File: config.mk
export PLATFORM = sky130hd
export DESIGN_NAME = spi_xfer_ctrl
export DESIGN_NICKNAME = d
export VERILOG_FILES = /design/src/rtl/spi_xfer_pkg.sv /design/src/rtl/spi_xfer_ctrl_timer.sv /design/src/rtl/spi_xfer_ctrl.sv
export SDC_FILE = /design/constraint.sdc
export NUM_CORES = 1
export LEC_CHECK = 0
export ABC_AREA = 1
export BUFFER_PORTS_ARGS = -buffer_cell sky130_fd_sc_hd__buf_2
export CORE_ASPECT_RATIO = 2
export CORE_MARGIN = 1
export CORE_UTILIZATION = 55
export CTS_BUF_LIST = sky130_fd_sc_hd__clkbuf_2
export CTS_CLUSTER_DIAMETER = 150
export DETAILED_ROUTE_END_ITERATION = 8
export GPL_ROUTABILITY_DRIVEN = 0
export HOLD_SLACK_MARGIN = 0.1
export PLACE_DENSITY = 0.77
export REMOVE_ABC_BUFFERS = 1
export SLEW_MARGIN = 20
export SYNTH_ARGS = -nofsm -noshare
export SYNTH_HDL_FRONTEND = slang
export SYNTH_SLANG_ARGS = --single-unit
export TNS_END_PERCENT = 20
File: constraint.sdc
create_clock -name CLK -period 4.1 [get_ports CLK]
set_clock_uncertainty 0.1 [all_clocks]
set_input_delay 0.205 -clock CLK [delete_from_list [all_inputs] [get_ports CLK]]
set_output_delay 0.205 -clock CLK [all_outputs]
set_load 0.02 [all_outputs]
File: src/rtl/spi_xfer_pkg.sv
// Shared types and constants for the SPI mode-0 word transfer controller.
package spi_xfer_pkg;

   // Transfer sequencer states
   typedef enum logic [2:0] {
      IDLE,
      SETUP,
      HIGH,
      LOW,
      HOLD
   } spi_state_t;

   // Level MOSI presents out of reset, before any frame has run
   localparam logic MOSI_RST = 1'b0;

endpackage

File: src/rtl/spi_xfer_ctrl_timer.sv
// Reloadable phase down-counter: TICK marks the last cycle of a DIV+1 cycle phase.
module spi_phase_timer #(
   parameter int DIV_W = 8
) (
   input  logic             CLK,
   input  logic             RESET_N,
   input  logic             LOAD,
   input  logic [DIV_W-1:0] RELOAD,
   output logic             TICK
);

   logic [DIV_W-1:0] count;

   assign TICK = (count == '0);

   // Reload on explicit load or at terminal count, otherwise count down
   always_ff @(posedge CLK or negedge RESET_N) begin
      if (!RESET_N)
         count <= '0;
      else if (LOAD || TICK)
         count <= RELOAD;
      else
         count <= count - DIV_W'(1);
   end

endmodule

File: src/rtl/spi_xfer_ctrl.sv
// SPI mode 0 (CPOL=0/CPHA=0), LSB-first, single chip-select word transfer.
// Optional macro SPI_XFER_MISO_SYNC_EN: MISO goes through a 2-flop
// synchronizer and is sampled 2 CLK after the SCK rise (needs DIV>=2).
module spi_xfer_ctrl
   import spi_xfer_pkg::*;
#(
   parameter int DW    = 8,
   parameter int DIV_W = 8
) (
   input  logic             CLK,
   input  logic             RESET_N,
   input  logic             START,
   input  logic [DIV_W-1:0] DIV,
   input  logic [DW-1:0]    TX_DATA,
   output logic [DW-1:0]    RX_DATA,
   output logic             BUSY,
   output logic             DONE,
   output logic             SCK,
   output logic             MOSI,
   input  logic             MISO,
   output logic             CS_N
);

   localparam int CW = $clog2(DW + 1);

   spi_state_t       state, state_nxt;
   logic [DIV_W-1:0] div_r;
   logic [DIV_W-1:0] reload;
   logic [DW-1:0]    tx_sr;
   logic [DW-1:0]    rx_sr;
   logic [CW-1:0]    bit_cnt;
   logic             load, tick, rise, fall, fin;
   logic             samp, samp_bit;

   // At frame start the divider register is not loaded yet, so use DIV directly
   assign reload = load ? DIV : div_r;

   spi_phase_timer #(.DIV_W(DIV_W)) u_timer (
      .CLK     (CLK),
      .RESET_N (RESET_N),
      .LOAD    (load),
      .RELOAD  (reload),
      .TICK    (tick)
   );

   // Next-state decode; each non-IDLE phase ends on the timer tick
   always_comb begin
      state_nxt = state;
      load      = 1'b0;
      rise      = 1'b0;
      fall      = 1'b0;
      fin       = 1'b0;
      case (state)
         IDLE:  if (START) begin state_nxt = SETUP; load = 1'b1; end
         SETUP: if (tick) begin state_nxt = HIGH; rise = 1'b1; end
         HIGH:  if (tick) begin
                   if (bit_cnt == CW'(DW)) state_nxt = HOLD;
                   else begin state_nxt = LOW; fall = 1'b1; end
                end
         LOW:   if (tick) begin state_nxt = HIGH; rise = 1'b1; end
         HOLD:  if (tick) begin state_nxt = IDLE; fin = 1'b1; end
         default: state_nxt = IDLE;
      endcase
   end

`ifdef SPI_XFER_MISO_SYNC_EN
   logic [1:0] miso_s;
   logic [1:0] rise_d;

   // Synchronize MISO and delay the sample strobe to match its latency
   always_ff @(posedge CLK or negedge RESET_N) begin
      if (!RESET_N) begin
         miso_s <= '0;
         rise_d <= '0;
      end else begin
         miso_s <= {miso_s[0], MISO};
         rise_d <= {rise_d[0], rise};
      end
   end

   assign samp     = rise_d[1];
   assign samp_bit = miso_s[1];
`else
   assign samp     = rise;
   assign samp_bit = MISO;
`endif

   // MOSI is a flop output: the LSB of the shift-out register
   assign MOSI = tx_sr[0];

   // State, pin registers, shift registers and bit counter
   always_ff @(posedge CLK or negedge RESET_N) begin
      if (!RESET_N) begin
         state   <= IDLE;
         SCK     <= 1'b0;
         CS_N    <= 1'b1;
         BUSY    <= 1'b0;
         DONE    <= 1'b0;
         RX_DATA <= '0;
         tx_sr   <= DW'(MOSI_RST);
         rx_sr   <= '0;
         div_r   <= '0;
         bit_cnt <= '0;
      end else begin
         state <= state_nxt;
         SCK   <= (state_nxt == HIGH);
         CS_N  <= (state_nxt == IDLE);
         BUSY  <= (state_nxt != IDLE);
         DONE  <= fin;
         if (load) begin
            tx_sr   <= TX_DATA;
            div_r   <= DIV;
            bit_cnt <= '0;
         end else if (fall) begin
            tx_sr <= tx_sr >> 1;
         end
         if (rise)
            bit_cnt <= bit_cnt + CW'(1);
         if (samp)
            rx_sr <= {samp_bit, rx_sr[DW-1:1]};
         if (fin)
            RX_DATA <= rx_sr;
      end
   end

endmodule
## Word-level counts from Yosys, hierarchy flattened

Cells that the tools add are included.

| operators by class | value |
|---|---|
| $add $sub $neg | 2 |
| $mul | 0 |
| div/mod/pow operators | 0 |
| magnitude comparators | 0 |
| equal/unequal tests | 6 |
| shifts and indexed selects | 0 |
| multiplexer cells | 20 |
| bitwise gates (word level) | 0 |
| reduce and logical (&&, ||, !) cells | 8 |

Operator list:

| cell | count |
|---|---|
| 2-to-1 mux 8 bit | 4 |
| 2-to-1 mux 3 bit | 5 |
| one-hot mux 3 bit (4 select lines) | 1 |
| == test 3 x 2 -> 1 bit (second input constant) | 3 |
| zero test 8 bit | 1 |
| 2-to-1 mux 1 bit | 8 |
| 2-to-1 mux 4 bit | 2 |
| subtractor 8 x 1 -> 8 bit (second input constant) | 1 |
| zero test 3 bit | 2 |
| adder 4 x 1 -> 4 bit (second input constant) | 1 |
| == test 4 bit (second input constant) | 1 |
| nonzero test 2 bit | 2 |
| == test 3 x 1 -> 1 bit (second input constant) | 1 |
| == test 3 bit (second input constant) | 1 |
| nonzero test 3 bit | 1 |
| OR reduction 2 bit | 1 |
| logical OR 1 bit | 1 |

| storage, ports and cells | value |
|---|---|
| register bits after elaboration | 51 |
| latch bits | 0 |
| bits in writable memories | 0 |
| bits in read-only memories | 0 |
| bits of input ports | 20 |
| output and inout port bits | 13 |
| logic and storage cells | 47 |
| memories | 0 |

## Longest topological paths before layout

Gate-level depths: netlist of the first run.

| logic depth | value |
|---|---|
| depth in word-level cells | 6 |
| gate-level depth with buffers | 10 |

## Modules after synthesis

A second synthesis of the first run with hierarchy kept.

| second synthesis, totals | value |
|---|---|
| cells, all modules | 279 |
| area total of the unflattened synthesis | 2427.3 µm² |

By module, submodules not included:

| module | instances | cells an instance | area each (µm²) | sequential area each (µm²) |
|---|---|---|---|---|
| spi_xfer_ctrl | 1 | 216 | 1925.6 | 1077.3 |
| spi_phase_timer | 1 | 63 | 501.7 | 200.2 |

## Worst setup path before layout of the first run

No wires, ideal clock.

| timing | value |
|---|---|
| kind | reg2reg |
| start point | register u_timer.count[0] |
| end point | register RX_DATA[6] |
| setup time | 0.118 ns |
| arrival | 1.268 ns |
| path slack | 2.614 ns |
| cell stages (with the launch flop) | 9 |
| period minus slack after synthesis | 1.486 ns |
| path through | dfrtp_1 -> inv_1 -> ha_1 -> nand2_1 -> nor2_8 -> nand2_2 -> buf_6 -> nand2_1 -> o21ai_2 |

| on the way | value |
|---|---|
| cells in the longest elaborated chain, start to end | 3 |

Ends and longest elaborated chain:

| element | line | source |
|---|---|---|
| from (decl) | spi_xfer_ctrl_timer.sv:12 | `logic [DIV_W-1:0] count;` |
| from (signal assigned) | spi_xfer_ctrl_timer.sv:23 | `count <= count - DIV_W'(1);` |
| zero test 8 bit | spi_xfer_ctrl_timer.sv:14 | `assign TICK = (count == '0);` |
| 2-to-1 mux 1 bit | spi_xfer_ctrl.sv:61 | `HOLD: if (tick) begin state_nxt = IDLE; fin = 1'b1; end` |
| 2-to-1 mux 1 bit | spi_xfer_ctrl.sv:53 | `case (state)` |
| to (signal assigned) | spi_xfer_ctrl.sv:122 | `RX_DATA <= rx_sr;` |
| to (decl) | spi_xfer_ctrl.sv:15 | `output logic [DW-1:0] RX_DATA,` |

No other way between the ends.
A chain may end at the register's enable or synchronous reset.

## Worst setup path after layout of the first run

| timing | value |
|---|---|
| start point | register state[2] |
| end point | register tx_sr[7] |

| on the way | value |
|---|---|
| cells in the longest elaborated chain, start to end | 3 |
| elaborated cells on any way between the ends | 6 |
| classes of those cells | eq/ne (1); mux (3); reduce/logical (2) |

Ends and longest elaborated chain:

| element | line | source |
|---|---|---|
| from (decl) | spi_xfer_ctrl.sv:26 | `spi_state_t state, state_nxt;` |
| from (signal assigned) | spi_xfer_ctrl.sv:105 | `state <= state_nxt;` |
| == test 3 x 2 -> 1 bit or zero test 3 bit (tied branches) | spi_xfer_ctrl.sv:53 |  |
| 2-to-1 mux 1 bit | spi_xfer_ctrl.sv:53 |  |
| nonzero test 2 bit (no line) or 2-to-1 mux 8 bit (tied branches) | -- |  |
| to (signal assigned) | spi_xfer_ctrl.sv:100 | `tx_sr <= DW'(MOSI_RST);` |
| to (signal assigned) | spi_xfer_ctrl.sv:115 | `tx_sr <= tx_sr >> 1;` |
| to (decl) | spi_xfer_ctrl.sv:29 | `logic [DW-1:0] tx_sr;` |

Parallel ways exist; a longest one is shown, timed or not.

==> summary.txt, run 1 <==
Run status
  – Outcome: finished, final reports clean

Placement
  – HPWL after detailed placement: 3150 um
  – Area post-placement: 0.00250 sq mm
  – Post-place setup slack: 2.36 ns
  – Port Buffers: 32

Hold path
  – Worst Hold End: div_r[7]$_DFF_PN0_
  – Min-Delay Path Class: in2reg
  – Worst Hold Depth: 5
  – HP Start: START

Worst setup path
  – Data arrival, critical path: 2.18 ns
  – Worst EP required: 4.41 ns
  – Critical register-to-register path endpoint: tx_sr[7]$_DFFE_PN0P_
  – Crit Path Class: reg2reg
  – R2R depth: 6
  – Crit path max fanout: 16
  – CP Capture Type: register
  – Reg2reg setup slack: 2.23 ns
  – Worst reg2reg startpoint: state[2]$_DFF_PN0_
  – Critical Path Source Type: register

Finish
  – Layout Utilization: 67.0%
  – Commonest cells after routing, fill and taps aside: nand2_1 (87), dfrtp_1 (50), buf_2 (31), dlygate4sd3_1 (19)
  – # fillers: 346
  – Net count, final: 334
  – Share of post-route cells with drive strength above 1: 21.2%
  – Layout area overhead: 16.7%
  – Final instance area: 0.00274 sq mm
  – Commonest non-fill, non-tap cell in the layout: nand2_1
  – Number of antenna diodes: 0

GRT
  – Met1 Use GR: 23.4%
  – Pin count of the biggest net entering global routing: 52
  – Vias in the first global route: 1846
  – Tot GR Track Use: 23.9%
  – First-pass GRT wire length: 7590 um
  – M2 GR Usage: 43.3%
  – Grt total ovfl: 0
  – GRT busiest layer: met2
  – Met3 Usage GRT: 4.40%
  – Initial antenna violation count: 0

Clock tree
  – Clk sink count: 51
  – Worst skew pair latency: 0.44 ns
  – Max Root-Sink Buffers: 2
  – CTS Buf Count: 5
  – Clock tree root driver cell: clkbuf_2
  – Clock tree from TritonCTS: done
  – CTS clk-pin slew, worst paths: 0.24 ns
  – # resized after CTS: 0
  – H-tree depth: 2

Detailed routing
  – WL/cell: 12.8 um
  – First-pass iteration count of the detailed router: 5
  – Via-to-Cell Ratio: 5.08
  – Via Count: 1845
  – DRT antenna net count: 0
  – DR iter-0 viols: 52
  – # DRC: 0
  – Post-Route WL: 4640 um

Floorplan
  – Starting Density: 57.4%
  – Die width: 48.2 um
  – Area of the core: 0.00409 sq mm
  – I/O pin count: 33
  – Die height: 94.4 um
  – Die area: 0.00455 sq mm
  – Cell row count: 33

Power
  – Clk network pwr share: 11.9%
  – Sw Ratio: 40.9%
  – Net Sw Power: 0.681 mW
  – Int Power: 0.985 mW
  – Pleak: 1.42 nW
  – Peak supply drop: 0.425 mV
  – Seq pwr share: 49.4%
  – Logic pwr share: 38.7%
  – PD cells: 609 mW/mm^2

Yosys
  – Cell variety after synth: 27
  – Post-Syn Instances: 259
  – Synth top area cells: dfrtp_1 (53%), nand2_1 (14%), o21ai_0 (3.6%)
  – Sequential cell area fraction in the yosys report: 54.5%
  – Register bit total from synthesis: 51
  – Synthesis warning total: 0
  – Cell Area, Synth: 0.00235 sq mm
  – Yosys top cell area share: 53.3%
  – Area leader, netlist: dfrtp_1
  – Post-synthesis average cell area: 9.06 sq um

Timing
  – WHS: 0.110 ns
  – Final period util: 45.7%
  – Tmin final: 1.87 ns
  – RSZ-0062 raised after global routing: false
  – Total Neg Setup Slack: 0 ns
  – Final hold viol count: 0
  – Slew Viols, Final: 0
  – Final worst slack: 2.23 ns
  – Worst Tran Pin Value: 0.636 ns
  – Fmax: 0.533 GHz
  – Max-Slew Margin vs Limit: 57.6%
  – Endpoints failing setup: 0

Flow run
  – Max-cap violations: 0
[layout make-up]
type / count / area [sq um] / area share, %
sequential: 51 / 1280 / 46.7
multi-input combinational: 179 / 917 / 33.5
timing repair buffer: 51 / 353 / 12.9
inverter: 22 / 82.6 / 3.02
tap: 52 / 65.1 / 2.38
clock buffer: 7 / 35.0 / 1.28
clock inverter: 1 / 7.51 / 0.274
[worst max path at each step]
| stage | from | to | slack (ns) | cells after the start |
|---|---|---|---|---|
| floorplan | u_timer.count[0]$_DFF_PN0_ | CS_N$_DFF_PN1_ | 2.56 | 9 |
| global placement | u_timer.count[0]$_DFF_PN0_ | CS_N$_DFF_PN1_ | 2.35 | 9 |
| detailed placement | u_timer.count[0]$_DFF_PN0_ | CS_N$_DFF_PN1_ | 2.36 | 9 |
| CTS | state[2]$_DFF_PN0_ | tx_sr[7]$_DFFE_PN0P_ | 2.24 | 6 |
| global route | u_timer.count[0]$_DFF_PN0_ | CS_N$_DFF_PN1_ | 2.11 | 9 |
| finish | state[2]$_DFF_PN0_ | tx_sr[7]$_DFFE_PN0P_ | 2.23 | 6 |
[cells in the mapped netlist]
library cell  instances
o211ai_1              6
o21ai_1               3
xnor2_1               3
buf_2                 1
nand2_1              87
or2_0                 6
nor3_1                1
inv_2                 5
nor2_4                1
nor2_1               15
nor2_8                1
nand3_2               1
o21ai_2               7
or2_2                 1
buf_6                 5
dfrtp_1              50
nand2_4               1
inv_1                17
nand3_1              10
xor2_1                4
nor2_2                3
o21ai_0              17
a21oi_1               3
buf_4                 1
nand2_2               5
dfstp_2               1
ha_1                  4
[power groups by stage]
stage | Combinational, mW | Sequential [mW] | Clock, mW
after floorplan | 0.455 | 0.836 | 0
after global placement | 0.622 | 0.826 | 0
after detailed placement | 0.632 | 0.833 | 0
after CTS | 0.650 | 0.822 | 0.203
after global routing | 0.745 | 0.846 | 0.220
final | 0.645 | 0.824 | 0.198
[flip-flops by register name, indices dropped and copies added, names as in the netlist]
| signal | count |
|---|---|
| CS_N | 1 |
| u_timer.count | 8 |
| rx_sr | 8 |
| SCK | 1 |
| RX_DATA | 8 |
| BUSY | 1 |
| tx_sr | 8 |
| DONE | 1 |
| state | 3 |
| div_r | 8 |
| bit_cnt | 4 |
[layer usage]
metal / vias to the layer above / share of wire [%]
met5: - / 0
met4: 0 / 3.3
met3: 13 / 3.4
met2: 43 / 56
met1: 878 / 37
li1: 911 / -
[per-stage QoR]
| step | total power, mW | instances |
|---|---|---|
| after CTS | 1.68 | 363 |
| final | 1.67 | 363 |
| after detailed placement | 1.47 | 336 |
| after floorplan | 1.29 | 252 |
| after global placement | 1.45 | 336 |
| after global routing | 1.81 | 363 |
[cell families after synthesis]
logic type / synth area share (%)
flip-flops: 54.5
AO/OA/AOI/OAI: 9.44
buffers and inverters: 6.45
adder cells (fa/ha/maj): 2.13
AND/OR/NAND/NOR: 24.9
XOR/XNOR: 2.61
[what timing repair did]
action / in CTS / in global routing
setup buffers: 0 / 0
hold endpoints to repair: 75 / 0
hold buffers: 19 / 0
[critical path: stages (launching register included)]
cell	delay, ns
dfrtp_1	0.46
inv_2	0.13
nand2_1	0.10
nor2_4	0.34
nand2_1	0.08
dlygate4sd3_1	0.57
nand2_1	0.07
Note: power is estimated with default switching activity, not from simulation.
==> run 2: changes to the inputs <==
--- a/config.mk
+++ b/config.mk
@@ -5,17 +5,17 @@
 export SDC_FILE = /design/constraint.sdc
 export NUM_CORES = 1
 export LEC_CHECK = 0
-export ABC_AREA = 1
+export ABC_AREA = 0
 export BUFFER_PORTS_ARGS = -buffer_cell sky130_fd_sc_hd__buf_2
 export CORE_ASPECT_RATIO = 2
 export CORE_MARGIN = 1
-export CORE_UTILIZATION = 55
+export CORE_UTILIZATION = 53
 export CTS_BUF_LIST = sky130_fd_sc_hd__clkbuf_2
 export CTS_CLUSTER_DIAMETER = 150
 export DETAILED_ROUTE_END_ITERATION = 8
 export GPL_ROUTABILITY_DRIVEN = 0
 export HOLD_SLACK_MARGIN = 0.1
-export PLACE_DENSITY = 0.77
+export PLACE_DENSITY = 0.78
 export REMOVE_ABC_BUFFERS = 1
 export SLEW_MARGIN = 20
 export SYNTH_ARGS = -nofsm -noshare
==> constraint.sdc (replaced) <==
create_clock -name CLK -period 1.55 [get_ports CLK]
set_clock_uncertainty 0.1 [all_clocks]
set_input_delay 0.0775 -clock CLK [delete_from_list [all_inputs] [get_ports CLK]]
set_output_delay 0.0775 -clock CLK [all_outputs]
set_load 0.02 [all_outputs]
==> run 2 against run 1 <==
The flow now finishes with violations (setup timing). Register-to-register slack got worse by 2.6 ns. Sequential power rose by 130%. Wire length grew 16%. Die area up 0.71%. Critical path type unchanged. Largest power group unchanged.
==> summary.txt, run 2 <==
Power
  – PD cells: 1370 mW/mm^2 (+130%)
  – Peak supply drop: 0.953 mV (+120%)
  – Pleak: 1.50 nW (+5.4%)
  – Total Power: 4.33 mW (+160%)

Worst setup path
  – R2R depth: 4 (-2)
  – CP Capture Type: register
  – Highest-delay cell along the critical path: or3b_2
  – Critical Path Max Stage Delay: 0.52 ns (-0.05 ns)
  – Worst EP required: 1.82 ns (-2.59 ns)
  – Worst reg2reg startpoint: state[2]$_DFF_PN0_
  – Reg2reg setup slack: -0.41 ns (-2.63 ns)
  – Crit Path Class: reg2reg
  – Data arrival, critical path: 2.22 ns (+0.04 ns)
  – Buf/Inv on CP: 0 (-2)
  – Critical register-to-register path endpoint: tx_sr[0]$_DFFE_PN0P_
  – CP Cell Sequence: or3b_2 -> nor4_4 -> or2_4 -> mux2_4
  – Critical Path Source Type: register
  – Crit path max fanout: 3 (-13)
  – Cell family with most CP delay: simple AND/OR/NAND/NOR gates

Floorplan
  – Cell row count: 33 (unchanged)
  – Area of the core: 0.00409 sq mm (unchanged)
  – Die area: 0.00458 sq mm (+0.71%)
  – Starting Density: 55.7% (-1.7 points)
  – Die height: 94.7 um (+0.36%)
  – Die width: 48.4 um (+0.35%)
  – I/O pin count: 33 (unchanged)

Hold path
  – Worst Hold End: tx_sr[7]$_DFFE_PN0P_
  – Worst Hold Depth: 4 (-1)
  – HP Start: TX_DATA[7]
  – Min-Delay Path Class: in2reg

Yosys
  – EDFF count, synth: 0 (unchanged)
  – Async S/R FF share, synth: 100% (unchanged)
  – Cell variety after synth: 35 (+30%)
  – Yosys top cell area share: 54.9% (+1.6 points)
  – Sequential cell area fraction in the yosys report: 56.1% (+1.6 points)
  – Cell Area, Synth: 0.00228 sq mm (-2.9%)
  – Synthesis warning total: 0 (unchanged)
  – Synth top area cells: dfrtp_1 (55%), mux2_2 (12%), a21oi_1 (4.2%)
  – Most frequent cell after synthesis: dfrtp_1
  – Area leader, netlist: dfrtp_1
  – Post-Syn Instances: 195 (-25%)
  – Top_reg_cell synth: dfrtp_1
  – Post-synthesis average cell area: 11.7 sq um (+29%)
  – Synth top cells by count: dfrtp_1 (50), mux2_2 (25), nand2_1 (20)
  – Register bit total from synthesis: 51 (unchanged)

Detailed routing
  – Uppermost layer routed: met4
  – Post-Route WL: 5380 um (+16%)
  – WL met1: 1980 um (+16%)
  – First-pass iteration count of the detailed router: 4 (-1)
  – WL/cell: 15.9 um (+25%)
  – Met2 routed WL: 3120 um (+19%)
  – DRT antenna net count: 0 (unchanged)
  – Met3 routed WL: 169 um (+6.3%)
  – # DRC: 0 (unchanged)
  – DR iter-0 viols: 24 (-54%)
  – Via-to-Cell Ratio: 5.46 (+7.5%)
  – Via Count: 1847 (+0.11%)

Clock tree
  – Worst skew pair latency: 0.44 ns (about the same)
  – Clock tree from TritonCTS: done
  – CTS clk-pin slew, worst paths: 0.25 ns (about the same)
  – Max Root-Sink Buffers: 2 (unchanged)
  – H-tree depth: 2 (unchanged)
  – Clock tree root driver cell: clkbuf_2
  – Clk sink count: 51 (unchanged)
  – CTS Buf Count: 5 (unchanged)

Timing
  – Fmax: 0.511 GHz (-4.2%)
  – WHS: 0.290 ns (+0.180 ns)
  – Max-Slew Margin vs Limit: 61.4% (+3.8 points)
  – Tmin final: 1.96 ns (+0.0824 ns)
  – Endpoints failing setup: 47 (+47)
  – Total Neg Setup Slack: -11.80 ns (-11.80 ns)
  – Final hold viol count: 0 (unchanged)
  – RSZ-0062 raised after global routing: true
  – Slew Viols, Final: 0 (unchanged)
  – Final period util: 126% (+81 points)
  – Worst Tran Pin Value: 0.579 ns (-0.0566 ns)
  – Final worst slack: -0.407 ns (-2.63 ns)

Placement
  – Placed Cells: 307 (-8.6%)
  – Post-place setup slack: -0.525 ns (-2.89 ns)
  – HPWL after detailed placement: 3570 um (+13%)
  – Area post-placement: 0.00275 sq mm (+9.7%)
  – Port Buffers: 32 (unchanged)

Finish
  – # fillers: 267 (-23%)
  – Share of post-route cells with drive strength above 1: 44.4% (+23 points)
  – Net count, final: 309 (-7.5%)
  – Final instance area: 0.00316 sq mm (+15%)
  – Final Instance Count excl. Fillers: 338 (-6.9%)
  – Commonest non-fill, non-tap cell in the layout: dfrtp_1
  – Number of antenna diodes: 0 (unchanged)
  – Commonest cells after routing, fill and taps aside: dfrtp_1 (50), buf_2 (32), buf_4 (32), dlygate4sd3_1 (20)
  – Layout Utilization: 77.2% (+10 points)
  – Layout area overhead: 38.6%

GRT
  – First-pass GRT wire length: 8650 um (+14%)
  – Grt total ovfl: 0 (unchanged)
  – Initial antenna violation count: 0 (unchanged)
  – Vias in the first global route: 1953 (+5.8%)
  – Pin count of the biggest net entering global routing: 25 (-52%)
  – Tot GR Track Use: 25.1% (+1.2 points)

Run status
  – Outcome: finished with violations
  – Failing checks: setup timing

Flow run
  – Max-cap violations: 0 (unchanged)
run 2: cell types whose count changed after synthesis, sizes merged, moves of 7 or more:
cell,delta
mux2,+26
a21oi,+16
nor2,-12
o21ai,-24
a31oi,+7
inv,-14
nand2,-73
nor3,+8
run 2: layer usage:
metal,vias up,global-route usage [%]
met5,-,0
met4,0,9.56
met3,12,3.38
met2,46,50.4
met1,929,25.6
li1,860,-
run 2: what timing repair did:
action | CTS | global route
pin swaps | 4 | 9
hold buffers | 20 | 0
setup buffers | 1 | 2
gates resized for setup | 8 | 26
endpoints found under the hold margin | 79 | 0
setup endpoints to repair | 51 | 51
run 2: layout make-up:
type	count	area, sq um	area share [%]
multi-input cells	127	1040	32.9
well taps	52	65.1	2.06
clock buffers	5	25.0	0.793
repair buffers	92	699	22.2
flip-flops and latches	51	1280	40.5
inverters	8	30.0	0.951
clock inverters	3	20.0	0.634
run 2: cell families (layout without fill, tap and decap cells):
logic type / Yosys count / in the layout / synth area share (%)
mux: 27 / 27 / 13.5
buf+inv: 17 / 108 / 3.41
compound gates: 32 / 32 / 7.91
xor+xnor: 6 / 6 / 2.31
fa+ha+maj: 4 / 4 / 2.20
simple gates: 58 / 58 / 14.6
flops: 51 / 51 / 56.1
run 2: power by group:
part	internal, mW	total [mW]	switching [mW]	leakage (nW)
Clock	0.106	0.529	0.422	0.0250
Sequential	1.72	1.93	0.209	0.637
Combinational	0.987	1.87	0.886	0.837
run 2: worst max path at each step:
stage	from	end	slack, ns	depth (start not counted)
floorplan	u_timer.count[0]$_DFF_PN0_	tx_sr[0]$_DFFE_PN0P_	-0.71	6
global placement	u_timer.count[0]$_DFF_PN0_	RX_DATA[6]$_DFFE_PN0P_	-0.46	6
detailed placement	u_timer.count[0]$_DFF_PN0_	RX_DATA[1]$_DFFE_PN0P_	-0.53	6
CTS	u_timer.count[0]$_DFF_PN0_	tx_sr[0]$_DFFE_PN0P_	-0.43	6
global route	state[2]$_DFF_PN0_	tx_sr[0]$_DFFE_PN0P_	-0.49	4
finish	state[2]$_DFF_PN0_	tx_sr[0]$_DFFE_PN0P_	-0.41	4
run 2: worst min-delay path, stage by stage:
cell and delay (ns):
dlygate4sd3_1 0.53, buf_2 0.10, nand2_1 0.04, o21ai_1 0.07
==> run 3: changes to the inputs <==
--- a/config.mk
+++ b/config.mk
@@ -9,13 +9,12 @@
 export BUFFER_PORTS_ARGS = -buffer_cell sky130_fd_sc_hd__buf_2
 export CORE_ASPECT_RATIO = 2
 export CORE_MARGIN = 1
-export CORE_UTILIZATION = 53
-export CTS_BUF_LIST = sky130_fd_sc_hd__clkbuf_2
+export CORE_UTILIZATION = 51
 export CTS_CLUSTER_DIAMETER = 150
 export DETAILED_ROUTE_END_ITERATION = 8
 export GPL_ROUTABILITY_DRIVEN = 0
 export HOLD_SLACK_MARGIN = 0.1
-export PLACE_DENSITY = 0.78
+export PLACE_DENSITY = 0.75
 export REMOVE_ABC_BUFFERS = 1
 export SLEW_MARGIN = 20
 export SYNTH_ARGS = -nofsm -noshare
==> run 3 against run 2 <==
The flow still finishes with violations (setup timing). Highest routed layer unchanged. Sequential power about the same. Register-to-register slack about the same. Worst setup slack got worse by 0.0036 ns. Total power up 8.1%. Non-clock buffer count decreased by 3.
==> summary.txt, run 3 (synthesized netlist as in run 2, its figures left out) <==
Detailed routing
  – DRT antenna net count: 0 (unchanged)
  – # DRC: 0 (unchanged)
  – First-pass iteration count of the detailed router: 6 (+2)
  – Via-to-Cell Ratio: 5.29 (-3.1%)
  – Via Count: 1779 (-3.7%)
  – Post-Route WL: 5230 um (-2.8%)
  – WL/cell: 15.6 um (-2.3%)
  – DR iter-0 viols: 26 (+8.3%)

Worst setup path
  – Crit Path Class: reg2reg
  – Critical Path Max Stage Delay: 0.56 ns (+0.04 ns)
  – CP Cell Sequence: or4_4 -> nor4_4 -> or2_4 -> mux2_4
  – CP Capture Type: register
  – Worst EP required: 1.64 ns (-0.18 ns)
  – Data arrival, critical path: 2.05 ns (-0.17 ns)
  – Crit path max fanout: 2 (-1)
  – Highest-delay cell along the critical path: or4_4
  – Critical Path Source Type: register

Floorplan
  – I/O pin count: 33 (unchanged)
  – Die width: 49.3 um (+1.9%)
  – Die area: 0.00475 sq mm (+3.8%)
  – Area of the core: 0.00430 sq mm (+5.1%)
  – Starting Density: 53.0% (-2.7 points)
  – Die height: 96.5 um (+1.9%)
  – Cell row count: 34 (+3.0%)

Run status
  – Failing checks: setup timing
  – Outcome: finished with violations

Finish
  – Net count, final: 306 (-0.97%)
  – Commonest non-fill, non-tap cell in the layout: dfrtp_1
  – # fillers: 297 (+11%)
  – Number of antenna diodes: 0 (unchanged)
  – Layout Utilization: 75.2% (-2.0 points)
  – Share of post-route cells with drive strength above 1: 45.0% (+0.63 points)
  – Final instance area: 0.00323 sq mm (+2.4%)
  – Final Instance Count excl. Fillers: 336 (-0.59%)
  – Layout area overhead: 41.9%
  – Commonest cells after routing, fill and taps aside: dfrtp_1 (50), buf_2 (32), buf_4 (30), nand2_1 (19), dlygate4sd3_1 (19)

Clock tree
  – Clock tree root driver cell: clkbuf_8
  – CTS Buf Count: 5 (unchanged)
  – Clk sink count: 51 (unchanged)
  – Worst skew pair latency: 0.31 ns (-0.13 ns)
  – Clock tree from TritonCTS: done
  – Max Root-Sink Buffers: 2 (unchanged)
  – H-tree depth: 2 (unchanged)
  – CTS clk-pin slew, worst paths: 0.09 ns (-0.16 ns)

GRT
  – First-pass GRT wire length: 8420 um (-2.6%)
  – Vias in the first global route: 1841 (-5.7%)
  – Grt total ovfl: 0 (unchanged)
  – Initial antenna violation count: 0 (unchanged)
  – Tot GR Track Use: 23.9% (-1.2 points)
  – Pin count of the biggest net entering global routing: 32 (+28%)

Timing
  – Worst Tran Pin Value: 0.529 ns (-0.0509 ns)
  – Tmin final: 1.96 ns (+0.00359 ns)
  – Final worst slack: -0.411 ns (-0.00359 ns)
  – Max-Slew Margin vs Limit: 64.8% (+3.4 points)
  – Slew Viols, Final: 0 (unchanged)
  – Endpoints failing setup: 43 (-8.5%)
  – Total Neg Setup Slack: -10.98 ns (+0.827 ns)
  – Fmax: 0.510 GHz (-0.18%)
  – Final hold viol count: 0 (unchanged)
  – RSZ-0062 raised after global routing: true
  – Final period util: 126% (+0.23 points)

Power
  – Peak supply drop: 0.930 mV (-2.5%)
  – Pleak: 1.53 nW (+2.2%)
  – PD cells: 1450 mW/mm^2 (+5.6%)

Placement
  – Placed Cells: 308 (+0.33%)
  – Port Buffers: 32 (unchanged)
  – Area post-placement: 0.00275 sq mm (+0.27%)
  – HPWL after detailed placement: 3540 um (-0.90%)

Flow run
  – Max-cap violations: 0 (unchanged)

Hold path
  – Min-Delay Path Class: in2async
run 3: changes by cell type in the layout (fill, tap and decap cells not counted), moves of 2 or more:
| cell | before | now |
|---|---|---|
| nor3_1 | 7 | 3 |
| clkinvlp_4 | 2 | 0 |
| buf_6 | 7 | 5 |
| clkbuf_2 | 5 | 0 |
| buf_4 | 32 | 30 |
| clkbuf_8 | 0 | 5 |
| nor3_2 | 2 | 5 |
run 3: worst paths after layout:
check,end,cells past startpoint,startpoint,slack [ns]
worst max register to register,tx_sr[0]$_DFFE_PN0P_,4,u_timer.count[4]$_DFF_PN0_,-0.41
max in group asynchronous,div_r[0]$_DFF_PN0_,3,RESET_N,0.61
worst min register to register,div_r[1]$_DFF_PN0_,1,div_r[1]$_DFF_PN0_,0.40
worst max-delay path,tx_sr[0]$_DFFE_PN0P_,4,u_timer.count[4]$_DFF_PN0_,-0.41
worst min-delay path,tx_sr[2]$_DFFE_PN0P_,2,RESET_N,0.19
min in group CLK,tx_sr[7]$_DFFE_PN0P_,5,START,0.23
run 3: timing repair:
| action | in CTS | in global routing |
|---|---|---|
| resized for setup | 25 | 14 |
| hold endpoints to repair | 78 | 0 |
| hold buffers | 19 | 0 |
| setup endpoints to repair | 51 | 51 |
| pin swaps | 7 | 2 |
| setup buffers | 0 | 2 |
run 3: routing by layer:
metal | global-route usage (%) | up-vias | share of wire [%]
li1 | - | 851 | -
met1 | 25.2 | 880 | 39
met2 | 46.3 | 37 | 56
met3 | 2.97 | 11 | 2.4
met4 | 10.8 | 0 | 2.2
met5 | 0 | - | 0
run 3: layout make-up:
cell class	count	area [sq um]	area share (%)
clock buffers	6	72.6	2.25
clock inverters	1	30.0	0.929
inverters	8	30.0	0.929
multi-input cells	127	1070	33.0
flip-flops and latches	51	1280	39.5
well taps	54	67.6	2.09
repair buffers	89	687	21.3
run 3: worst max-delay path: cells and delay by family, from the launching register on:
kind / cells / cell delay, ns
flip-flops: 1 / 0.41
AND/OR/NAND/NOR: 3 / 1.05
multiplexers: 1 / 0.29
run 3: through the flow:
step / power (mW) / hold slack (ns) / setup slack (ns)
after floorplan: 2.80 / -0.318 / -0.709
after global placement: 3.40 / -0.0316 / -0.476
after detailed placement: 3.48 / -0.0216 / -0.563
after CTS: 4.57 / 0.179 / -0.421
after global routing: 4.95 / 0.242 / -0.489
final: 4.68 / 0.194 / -0.411
run 3: power breakdown:
| group | internal, mW | total, mW | switching [mW] | leakage (nW) |
|---|---|---|---|---|
| combinational | 0.989 | 1.84 | 0.850 | 0.844 |
| clock | 0.473 | 0.881 | 0.408 | 0.0513 |
| sequential | 1.72 | 1.96 | 0.237 | 0.637 |
